File: src/rtl/cps_snd_mailbox.sv
`default_nettype none
// ============================================================================
// Module   : cps_snd_mailbox
// Purpose  : 68K-to-Z80 sound command mailbox for the CPS audio subsystem,
//            clocked by the audio clock. Channel 0 is a command-byte FIFO, so
//            back-to-back host writes are not lost. Channels 1..NUM_CH-1 are
//            plain latches (fade, volume, spare). The Z80 interrupt is held
//            low while commands are pending. The host side sees a sticky
//            overflow flag and a fill count.
// Option   : `define CPS_SND_REPLY_EN enables the Z80->host reply latch.
//            When it is not defined, the reply outputs are tied to 0 and no
//            reply registers exist.
// Ports    : clock, reset_n (async, active-low)
//            host_wr/host_addr/host_din         host write port
//            host_full/host_count/host_ovf      host status (registered)
//            host_ovf_clr                       clears sticky overflow
//            z80_rd/z80_addr -> z80_dout        Z80 read port (1-cycle latency)
//            z80_irq_n                          low while the FIFO is non-empty
//            z80_wr/z80_din                     Z80 reply write (option)
//            host_reply/host_reply_vld/_ack     host reply side (option)
// Revision : 1.0 - initial release
// ============================================================================
module cps_snd_mailbox #(
    parameter int                DATA_W     = 8,
    parameter int                NUM_CH     = 2,
    parameter int                CH_AW      = 1,
    parameter int                FIFO_DEPTH = 4,
    parameter int                CNT_W      = 3,
    parameter logic [DATA_W-1:0] EMPTY_VAL  = 8'hFF
) (
    input  logic              clock,
    input  logic              reset_n,
    input  logic              host_wr,
    input  logic [CH_AW-1:0]  host_addr,
    input  logic [DATA_W-1:0] host_din,
    output logic              host_full,
    output logic [CNT_W-1:0]  host_count,
    output logic              host_ovf,
    input  logic              host_ovf_clr,
    input  logic              z80_rd,
    input  logic [CH_AW-1:0]  z80_addr,
    output logic [DATA_W-1:0] z80_dout,
    output logic              z80_irq_n,
    input  logic              z80_wr,
    input  logic [DATA_W-1:0] z80_din,
    output logic [DATA_W-1:0] host_reply,
    output logic              host_reply_vld,
    input  logic              host_reply_ack
);

    localparam int               PTR_W   = $clog2(FIFO_DEPTH);
    localparam logic [CNT_W-1:0] C_DEPTH = CNT_W'(FIFO_DEPTH);

    // ------------------------------------------------------------------
    // State
    // ------------------------------------------------------------------
    logic [DATA_W-1:0] mem_q   [FIFO_DEPTH];
    logic [DATA_W-1:0] mem_d   [FIFO_DEPTH];
    logic [DATA_W-1:0] latch_q [1:NUM_CH-1];
    logic [DATA_W-1:0] latch_d [1:NUM_CH-1];
    logic [PTR_W-1:0]  wr_ptr_q, wr_ptr_d;
    logic [PTR_W-1:0]  rd_ptr_q, rd_ptr_d;
    logic [CNT_W-1:0]  count_q,  count_d;
    logic [DATA_W-1:0] dout_q,   dout_d;
    logic              irq_n_q,  irq_n_d;
    logic              full_q,   full_d;
    logic              ovf_q,    ovf_d;

    logic              w_push;
    logic              w_pop;
    logic              w_push_ok;
    logic              w_ovf_set;
    logic [DATA_W-1:0] w_rd_data;

    // ------------------------------------------------------------------
    // Next-state logic
    // ------------------------------------------------------------------
    always_comb begin
        w_push = host_wr && (host_addr == '0);
        // A pop only happens when there is something to pop; an empty read
        // returns EMPTY_VAL and leaves the pointers alone.
        w_pop  = z80_rd && (z80_addr == '0) && (count_q != '0);
        // full_q mirrors count_q == FIFO_DEPTH. A same-cycle pop frees the
        // slot, so a write against a full FIFO is still accepted then.
        w_push_ok = w_push && (!full_q || w_pop);
        w_ovf_set = w_push && full_q && !w_pop;

        // Read mux: FIFO head / latch / zero for unmapped channels.
        w_rd_data = '0;
        if (z80_addr == '0) begin
            w_rd_data = (count_q != '0) ? mem_q[rd_ptr_q] : EMPTY_VAL;
        end else begin
            for (int i = 1; i < NUM_CH; i++) begin
                if (z80_addr == CH_AW'(i)) begin
                    w_rd_data = latch_q[i];
                end
            end
        end

        mem_d    = mem_q;
        wr_ptr_d = wr_ptr_q;
        rd_ptr_d = rd_ptr_q;
        if (w_push_ok) begin
            mem_d[wr_ptr_q] = host_din;
            wr_ptr_d        = wr_ptr_q + PTR_W'(1);
        end
        if (w_pop) begin
            rd_ptr_d = rd_ptr_q + PTR_W'(1);
        end

        count_d = count_q;
        if (w_push_ok && !w_pop) begin
            count_d = count_q + CNT_W'(1);
        end else if (!w_push_ok && w_pop) begin
            count_d = count_q - CNT_W'(1);
        end

        // Latches are written after the read mux samples them, so a
        // same-cycle read of the same latch returns the old value.
        latch_d = latch_q;
        for (int i = 1; i < NUM_CH; i++) begin
            if (host_wr && (host_addr == CH_AW'(i))) begin
                latch_d[i] = host_din;
            end
        end

        dout_d = z80_rd ? w_rd_data : dout_q;

        // Status flags reflect the post-edge fill level.
        full_d  = (count_d == C_DEPTH);
        irq_n_d = (count_d == '0);

        // Overflow set has priority over clear.
        if (w_ovf_set) begin
            ovf_d = 1'b1;
        end else if (host_ovf_clr) begin
            ovf_d = 1'b0;
        end else begin
            ovf_d = ovf_q;
        end
    end

    // ------------------------------------------------------------------
    // Registers
    // ------------------------------------------------------------------
    always_ff @(posedge clock or negedge reset_n) begin
        if (!reset_n) begin
            for (int i = 0; i < FIFO_DEPTH; i++) begin
                mem_q[i] <= '0;
            end
            for (int i = 1; i < NUM_CH; i++) begin
                latch_q[i] <= '0;
            end
            wr_ptr_q <= '0;
            rd_ptr_q <= '0;
            count_q  <= '0;
            dout_q   <= EMPTY_VAL;
            irq_n_q  <= 1'b1;
            full_q   <= 1'b0;
            ovf_q    <= 1'b0;
        end else begin
            mem_q    <= mem_d;
            latch_q  <= latch_d;
            wr_ptr_q <= wr_ptr_d;
            rd_ptr_q <= rd_ptr_d;
            count_q  <= count_d;
            dout_q   <= dout_d;
            irq_n_q  <= irq_n_d;
            full_q   <= full_d;
            ovf_q    <= ovf_d;
        end
    end

    assign host_full  = full_q;
    assign host_count = count_q;
    assign host_ovf   = ovf_q;
    assign z80_dout   = dout_q;
    assign z80_irq_n  = irq_n_q;

    // ------------------------------------------------------------------
    // Optional Z80 -> host reply latch
    // ------------------------------------------------------------------
`ifdef CPS_SND_REPLY_EN
    logic [DATA_W-1:0] reply_q, reply_d;
    logic              reply_vld_q, reply_vld_d;

    // A same-cycle reply write beats the acknowledge.
    always_comb begin
        reply_d     = reply_q;
        reply_vld_d = reply_vld_q;
        if (z80_wr) begin
            reply_d     = z80_din;
            reply_vld_d = 1'b1;
        end else if (host_reply_ack) begin
            reply_vld_d = 1'b0;
        end
    end

    always_ff @(posedge clock or negedge reset_n) begin
        if (!reset_n) begin
            reply_q     <= '0;
            reply_vld_q <= 1'b0;
        end else begin
            reply_q     <= reply_d;
            reply_vld_q <= reply_vld_d;
        end
    end

    assign host_reply     = reply_q;
    assign host_reply_vld = reply_vld_q;
`else
    // Reply inputs have no function in this build.
    logic w_unused_reply;
    assign w_unused_reply = ^{z80_wr, z80_din, host_reply_ack};

    assign host_reply     = '0;
    assign host_reply_vld = 1'b0;
`endif

endmodule
`default_nettype wire

File: config.mk
export PLATFORM = sky130hd
export DESIGN_NAME = cps_snd_mailbox
export DESIGN_NICKNAME = d
export VERILOG_FILES = /design/src/rtl/cps_snd_mailbox.sv
export SDC_FILE = /design/constraint.sdc
export NUM_CORES = 1
export LEC_CHECK = 0
export ABC_AREA = 1
export CORE_UTILIZATION = 49
export CTS_CLUSTER_DIAMETER = 60
export CTS_CLUSTER_SIZE = 14
export DETAILED_ROUTE_END_ITERATION = 10
export HOLD_SLACK_MARGIN = 0.08
export PLACE_DENSITY = 0.75
export REMOVE_ABC_BUFFERS = 1
export SETUP_SLACK_MARGIN = 0.15
export SLEW_MARGIN = 20
export SYNTH_ARGS = -nofsm -noshare
export SYNTH_HDL_FRONTEND = slang
export SYNTH_SLANG_ARGS = --single-unit
File: constraint.sdc
create_clock -name clock -period 2.2 [get_ports clock]
set_input_delay 0.22 -clock clock [delete_from_list [all_inputs] [get_ports clock]]
set_output_delay 0.22 -clock clock [all_outputs]
set_load 0.02 [all_outputs]
==> results of run 1 <==
worst max-delay path, stage by stage, from the launching register on:
cell,delay [ns]
dfrtp_1,0.37
inv_1,0.07
ha_1,0.18
ha_1,0.19
nor2_1,0.13
nand2_2,0.12
a21oi_4,0.26
buf_12,0.15
nand2_4,0.13
nand2_1,0.12
o21ai_2,0.06
synthesized netlist by cell type:
cell	count	area [sq um]
or2_0	1	6.26
nand2_2	1	6.26
inv_2	2	7.51
a21oi_1	8	40.0
conb_1	1	3.75
ha_1	7	87.6
nand2_1	83	312
dfstp_2	9	236
clkbuf_1	5	18.8
buf_6	4	45.0
buf_4	9	67.6
o32ai_1	1	8.76
nor2_4	1	11.3
nand4_1	2	12.5
buf_2	3	15.0
dfrtp_1	49	1230
nand2_4	4	45.0
a21oi_4	1	16.3
inv_1	20	75.1
o21ai_2	8	70.1
o21ai_1	24	120
xor2_1	3	26.3
nand3_1	5	25.0
o31a_1	8	70.1
o21ai_0	10	50.1
nor2_1	26	97.6
clkinv_1	1	3.75
o22ai_1	7	43.8
power by group:
part           internal (uW)  total [uW]  switching [uW]
Sequential              1540        1840             301
Clock                    544         944             400
Combinational            738        1680             938
layout make-up:
class | count | area [sq um] | area share (%)
clock buffers | 12 | 145 | 4.42
clock inverters | 3 | 40.0 | 1.22
inverters | 23 | 86.3 | 2.63
multi-input cells | 209 | 1090 | 33.2
flip-flops and latches | 58 | 1460 | 44.5
well taps | 70 | 87.6 | 2.67
repair buffers | 39 | 373 | 11.3
routing by layer:
layer  share of wire (%)  GRT usage, %  vias up  wire length [um]
li1                    -             -     1040                 -
met1                  44          24.4      994              2490
met2                  50          36.0       48              2830
met3                 4.9          7.14        8               276
met4                 1.1          6.92        0                61
met5                   0             0        -                 0
sequential cells by signal (all words and copies together) (netlist names):
signal and count:
wr_ptr_q 2, mem_q 32, host_count 3, host_ovf 1, host_full 1, z80_dout 8
z80_irq_n 1, rd_ptr_q 2, latch_q 8
worst max-delay path by stage:
stage | from | to | slack (ns) | cells after the start
floorplan | host_count[0]$_DFF_PN0_ | host_full$_DFF_PN0_ | 0.17 | 9
global placement | host_count[0]$_DFF_PN0_ | mem_q[29]$_DFFE_PN0P_ | 0.28 | 9
detailed placement | host_count[0]$_DFF_PN0_ | mem_q[5]$_DFFE_PN0P_ | 0.22 | 9
CTS | host_count[0]$_DFF_PN0_ | mem_q[1]$_DFFE_PN0P_ | 0.18 | 9
global route | host_count[1]$_DFF_PN0_ | mem_q[1]$_DFFE_PN0P_ | 0.17 | 10
finish | host_count[1]$_DFF_PN0_ | mem_q[1]$_DFFE_PN0P_ | 0.30 | 10
timing repair:
item,4_1_cts,5_1_grt
gates resized for setup,0,1
buffers inserted,0,4
hold endpoints to repair,20,0
setup endpoints to repair,0,32
hold buffers,1,0
placed cells by master (no fill, tap or decap), drive strengths merged, types with 2 or more instances in the layout:
cell type	Yosys	final
nand2	88	88
o21ai	42	42
o31a	8	8
clkdlybuf4s50	0	27
conb	1	9
ha	7	7
dfstp	9	9
nor2	27	27
nand4	2	2
clkbuf	5	12
clkinv	1	3
a21oi	9	9
nand3	5	5
xor2	3	3
dfrtp	49	49
buf	16	11
inv	22	22
o22ai	7	7
stage by stage:
stage / cell area, sq um / power (uW)
after floorplan: 2630 / 2930
after global placement: 3040 / 3410
after detailed placement: 3040 / 3480
after CTS: 3230 / 4440
after global routing: 3290 / 4780
final: 3290 / 4460
kinds of logic after synthesis:
| kind of cell | Yosys count |
|---|---|
| simple gates | 123 |
| compound gates | 67 |
| flops | 58 |
| buf+inv | 44 |
| fa+ha+maj | 7 |
| xor+xnor | 3 |
| other cells | 1 |
==> flow_summary.yaml, run 1 <==
sta:
  setup_tns_ns: 0
  fmax_ghz: 0.527
  final_hold_viol_count: 0
  finalCritPeriodShare_pct: 86.2
  worstMarginPinSlew_ns: 0.609
  rsz0062_at_grt: "no"
  hold-worst-slack_ns: 0.428
  setup_violations: 0
  setup_ws_ns: 0.304
  slew_headroom_pct: 59.4
  min_period_ns: 1.90
  finalMaxSlewViolations: 0
  fin_skew_ns: 0.00629
logic_synthesis:
  ys_types: 28
  synth_compound_area_share_pct: 15.3
  ys_warn_count: 0
  synth_area_sq_um: 2750
  syn_avg_cell_area_sq_um: 9.07
  synth_seq_cells: 58
  synth.yosys.seq_area_share_pct: 53.2
  netlist_instances: 303
  synthXorXnorAreaFrac_pct: 0.956
  synthSimpleGateAreaFrac_pct: 18.8
  synth_top_family_by_area: "simple AND/OR/NAND/NOR gates"
  synthMuxAreaShare_pct: 0
  synth-adder-area-share_pct: 3.19
place:
  numPortBuffers: 28
  dp.cells: 394
  place.gp.congestion: 0.725
  hpwl_um: 3660
  place_ws_ns: 0.221
global_route:
  grt_first_pass_wirelength_um: 9350
  grt_start_max_net_pins: 28
  grt_antenna_before_repair: 0
  grt_pass1_vias: 1981
  track_usage_pct: 21.0
  overflow: 0
worst_setup_path:
  ff2ff_path_depth: 10
  r2r_setup_slack_ns: 0.30
  critPathMaxFanout: 16
  path_class: "reg2reg"
  cp.arrival_ns: 2.12
  crit_required_ns: 2.42
  reg2reg_to: "mem_q[1]$_DFFE_PN0P_"
  startpoint_type: "flip-flop"
  r2r-start: "host_count[1]$_DFF_PN0_"
  endpoint_kind: "flip-flop"
final_layout:
  nFillCells: 453
  syn2layout_area_growth_pct: 19.6
  antenna_cells: 0
  final_util_pct: 62.7
  drive_gt1_share_pct: 14.5
  fin_nets: 372
  fin_cells: 414
clock_network:
  htree_num_levels: 3
  clock_sinks: 58
  clkSlewWorstSetupHoldPaths_ns: 0.06
  clk_path_buf_depth: 2
  cts-root-buf: "clkbuf_8"
  cts-buffers-inserted: 9
  tritoncts: "built"
  clock_latency_ns: 0.34
route:
  drc: 0
  drtAntennaViolNets: 0
  via_count: 2090
  via_per_inst: 5.05
  wl_per_cell_um: 13.7
  drt_iter0_markers: 120
  drtPass1Iterations: 4
  routed_wl_um: 5660
status:
  outcome: "finished clean"
hold_path:
  hold_class: "in2async"
die:
  die_y_um: 76.9
  die_area_sq_um: 5910
  initial_utilization_pct: 52.5
  die_w_um: 76.9
  rows: 26
  ios: 48
  coreArea_sq_um: 5240
flow_run:
  maxCapViolCount: 0
power:
  ir_drop_v: 0.000647
  p_per_area_nw_per_um2: 1360
  p_leak_uw: 0.00160
No activity file was read; power rests on OpenSTA's default activity.
==> run 2, diff against run 1 <==
--- a/config.mk
+++ b/config.mk
@@ -5,7 +5,6 @@
 export SDC_FILE = /design/constraint.sdc
 export NUM_CORES = 1
 export LEC_CHECK = 0
-export ABC_AREA = 1
 export CORE_UTILIZATION = 49
 export CTS_CLUSTER_DIAMETER = 60
 export CTS_CLUSTER_SIZE = 14
==> run 2 against run 1 <==
Effect of this change: sequential power is essentially flat; synthesized area decreased by 0.91%; register-to-register slack got worse by 0.18 ns; count of clock-buffer cells in the layout grew 2; largest power group unchanged; highest routed layer unchanged.
==> flow_summary.yaml, run 2 <==
logic_synthesis:
  ys.flop_type: "dfrtp_1"
  ys_warn_count: 0
  async_flop_share_pct: 100
  synth_area_sq_um: 2720
  synth-edff-count: 0
  yosysTopAreaCellShare_pct: 45.0
  syn_avg_cell_area_sq_um: 13.8
  yosysTopAreaCell: "dfrtp_1"
  synth_seq_cells: 58
  netlist_instances: 198
  synth.most_common_cell: "dfrtp_1"
  synth_common_cells: "49 x dfrtp_1, 40 x mux2_2, 16 x inv_1"
  ys_types: 37
  synthTopCellsByArea: "dfrtp_1 45%, mux2_2 17%, dfstp_2 8.7%"
  synth.yosys.seq_area_share_pct: 53.7
final_layout:
  fin_nets: 283
  nFillCells: 391
  largest_register_ffs: 32
  largest-register: "mem_q"
  antenna_cells: 0
  final_common_cell: "dfrtp_1"
  final_cell_area_sq_um: 3470
  drive_gt1_share_pct: 41.0
  final_cell_mix: "49 x dfrtp_1, 38 x mux2_2, 27 x clkdlybuf4s50_1"
  syn2layout_area_growth_pct: 27.4
status:
  outcome: "finished clean"
sta:
  slew_headroom_pct: 51.7
  finalMaxSlewViolations: 0
  min_period_ns: 2.08
  setup_violations: 0
  setup_tns_ns: 0
  final_hold_viol_count: 0
  fin_skew_ns: 0.00648
  worstMarginPinSlew_ns: 0.724
  finalCritPeriodShare_pct: 94.4
  rsz0062_at_grt: "yes"
  fmax_ghz: 0.482
  setup_ws_ns: 0.124
  hold-worst-slack_ns: 0.455
route:
  drc: 0
  via_per_inst: 5.32
  via_count: 1733
  wl_per_cell_um: 16.7
  routed_wl_um: 5450
  drtAntennaViolNets: 0
  drtPass1Iterations: 4
  drt_iter0_markers: 115
die:
  die_w_um: 76.5
  ios: 48
  initial_utilization_pct: 52.0
  die_area_sq_um: 5860
  die_y_um: 76.5
  rows: 26
  coreArea_sq_um: 5240
clock_network:
  clock_latency_ns: 0.34
  cts-root-buf: "clkbuf_8"
  clkSlewWorstSetupHoldPaths_ns: 0.07
  clock_sinks: 58
  clk_path_buf_depth: 2
  cts-buffers-inserted: 9
  htree_num_levels: 3
  tritoncts: "built"
global_route:
  use_met2_pct: 33.4
  overflow: 0
  track_usage_pct: 20.8
  grt_use_met1_pct: 25.8
  grt.met3_usage_pct: 4.55
  grt_first_pass_wirelength_um: 8980
  grt_pass1_vias: 1765
  grt_antenna_before_repair: 0
  busiest_layer: "met2"
  grt_start_max_net_pins: 59
power:
  p_per_area_nw_per_um2: 1340
  p_total_uw: 4640
  ir_drop_v: 0.000642
  p_leak_uw: 0.00151
hold_path:
  hold_class: "in2reg"
worst_setup_path:
  path_class: "reg2reg"
  cp.arrival_ns: 2.29
  crit_required_ns: 2.42
  endpoint_kind: "flip-flop"
  startpoint_type: "flip-flop"
  critPathMaxFanout: 8
place:
  hpwl_um: 3230
  dpl_cell_area_sq_um: 3110
  place_ws_ns: -0.0714
  place.gp.congestion: 0.748
  numPortBuffers: 28
flow_run:
  maxCapViolCount: 0
==> run 2: changes by cell type in the layout (fill, tap and decap cells not counted), moves of 4 or more <==
cell      before  now
o21ai_1       24    0
o221ai_1       0    8
o31a_1         8    2
xnor2_1        0    4
mux4_2         0    8
o22ai_1        7    0
o21ai_2        8    0
inv_1         20   14
nand3_1        5    0
nand2_1       83    3
nor2_1        26    1
mux2_2         0   38
buf_4          9   18
a21oi_1        8    1
==> run 2: path summary, 6_finish.rpt <==
path / start / endpoint / slack [ns] / cells after the start
min in group asynchronous: reset_n / mem_q[10]$_DFFE_PN0P_ / 0.56 / 3
min: host_ovf_clr / host_ovf$_DFFE_PN0P_ / 0.46 / 2
max in group asynchronous: reset_n / latch_q[5]$_DFFE_PN0P_ / 1.17 / 3
max reg2reg: host_count[1]$_DFF_PN0_ / mem_q[30]$_DFFE_PN0P_ / 0.12 / 8
min reg2reg: z80_dout[1]$_DFFE_PN1P_ / z80_dout[1]$_DFFE_PN1P_ / 0.47 / 2
max: host_count[1]$_DFF_PN0_ / mem_q[30]$_DFFE_PN0P_ / 0.12 / 8
==> run 2: cell families after synthesis <==
family | share of synthesized area, %
AOI/OAI and AO/OA | 7.90
adders and majority gates | 3.22
and+or+nand+nor | 3.77
other | 0.138
xor gates and xnor gates | 1.29
muxes | 23.7
buffers and inverters | 6.25
DFF | 53.7
==> run 2: worst max-delay path, cell delays in order (launching register included) <==
cell     delay [ns]
dfrtp_1        0.36
inv_2          0.06
ha_4           0.17
ha_4           0.16
or3b_4         0.43
a21oi_4        0.22
buf_6          0.15
nand2_8        0.08
mux2_4         0.32
==> run 2: layout make-up <==
cell class,instances,area (sq um),share of cell area [%]
clock buffers,14,163,4.69
clock inverters,2,35.0,1.01
inverters,17,63.8,1.84
multi-input cells,115,1200,34.7
flip-flops and latches,58,1460,42.2
well taps,70,87.6,2.53
repair buffers,50,454,13.1
==> run 2: through the flow <==
stage,std cells,util [%]
detailed placement,302,59.5
CTS,324,65.8
floorplan,190,-
global route,326,66.2
global placement,302,59.5
finish,326,66.2
==> run 2: power by group <==
part           total, uW  switching, uW  internal [uW]
combinational       1820            767           1050
clock                989            405            584
sequential          1830            271           1560
==> run 2: routing by layer <==
layer	vias to the layer above	part of all wire, %
met5	-	0
met4	0	2.3
met3	13	3.4
met2	44	49
met1	878	45
li1	798	-
==> run 2: repair_timing <==
item | in CTS | in global routing
setup buffers | 5 | 2
hold buffers | 1 | 0
hold endpoints to repair | 49 | 0
setup endpoints to repair | 35 | 34
pin swaps | 4 | 0
resized for setup | 17 | 3
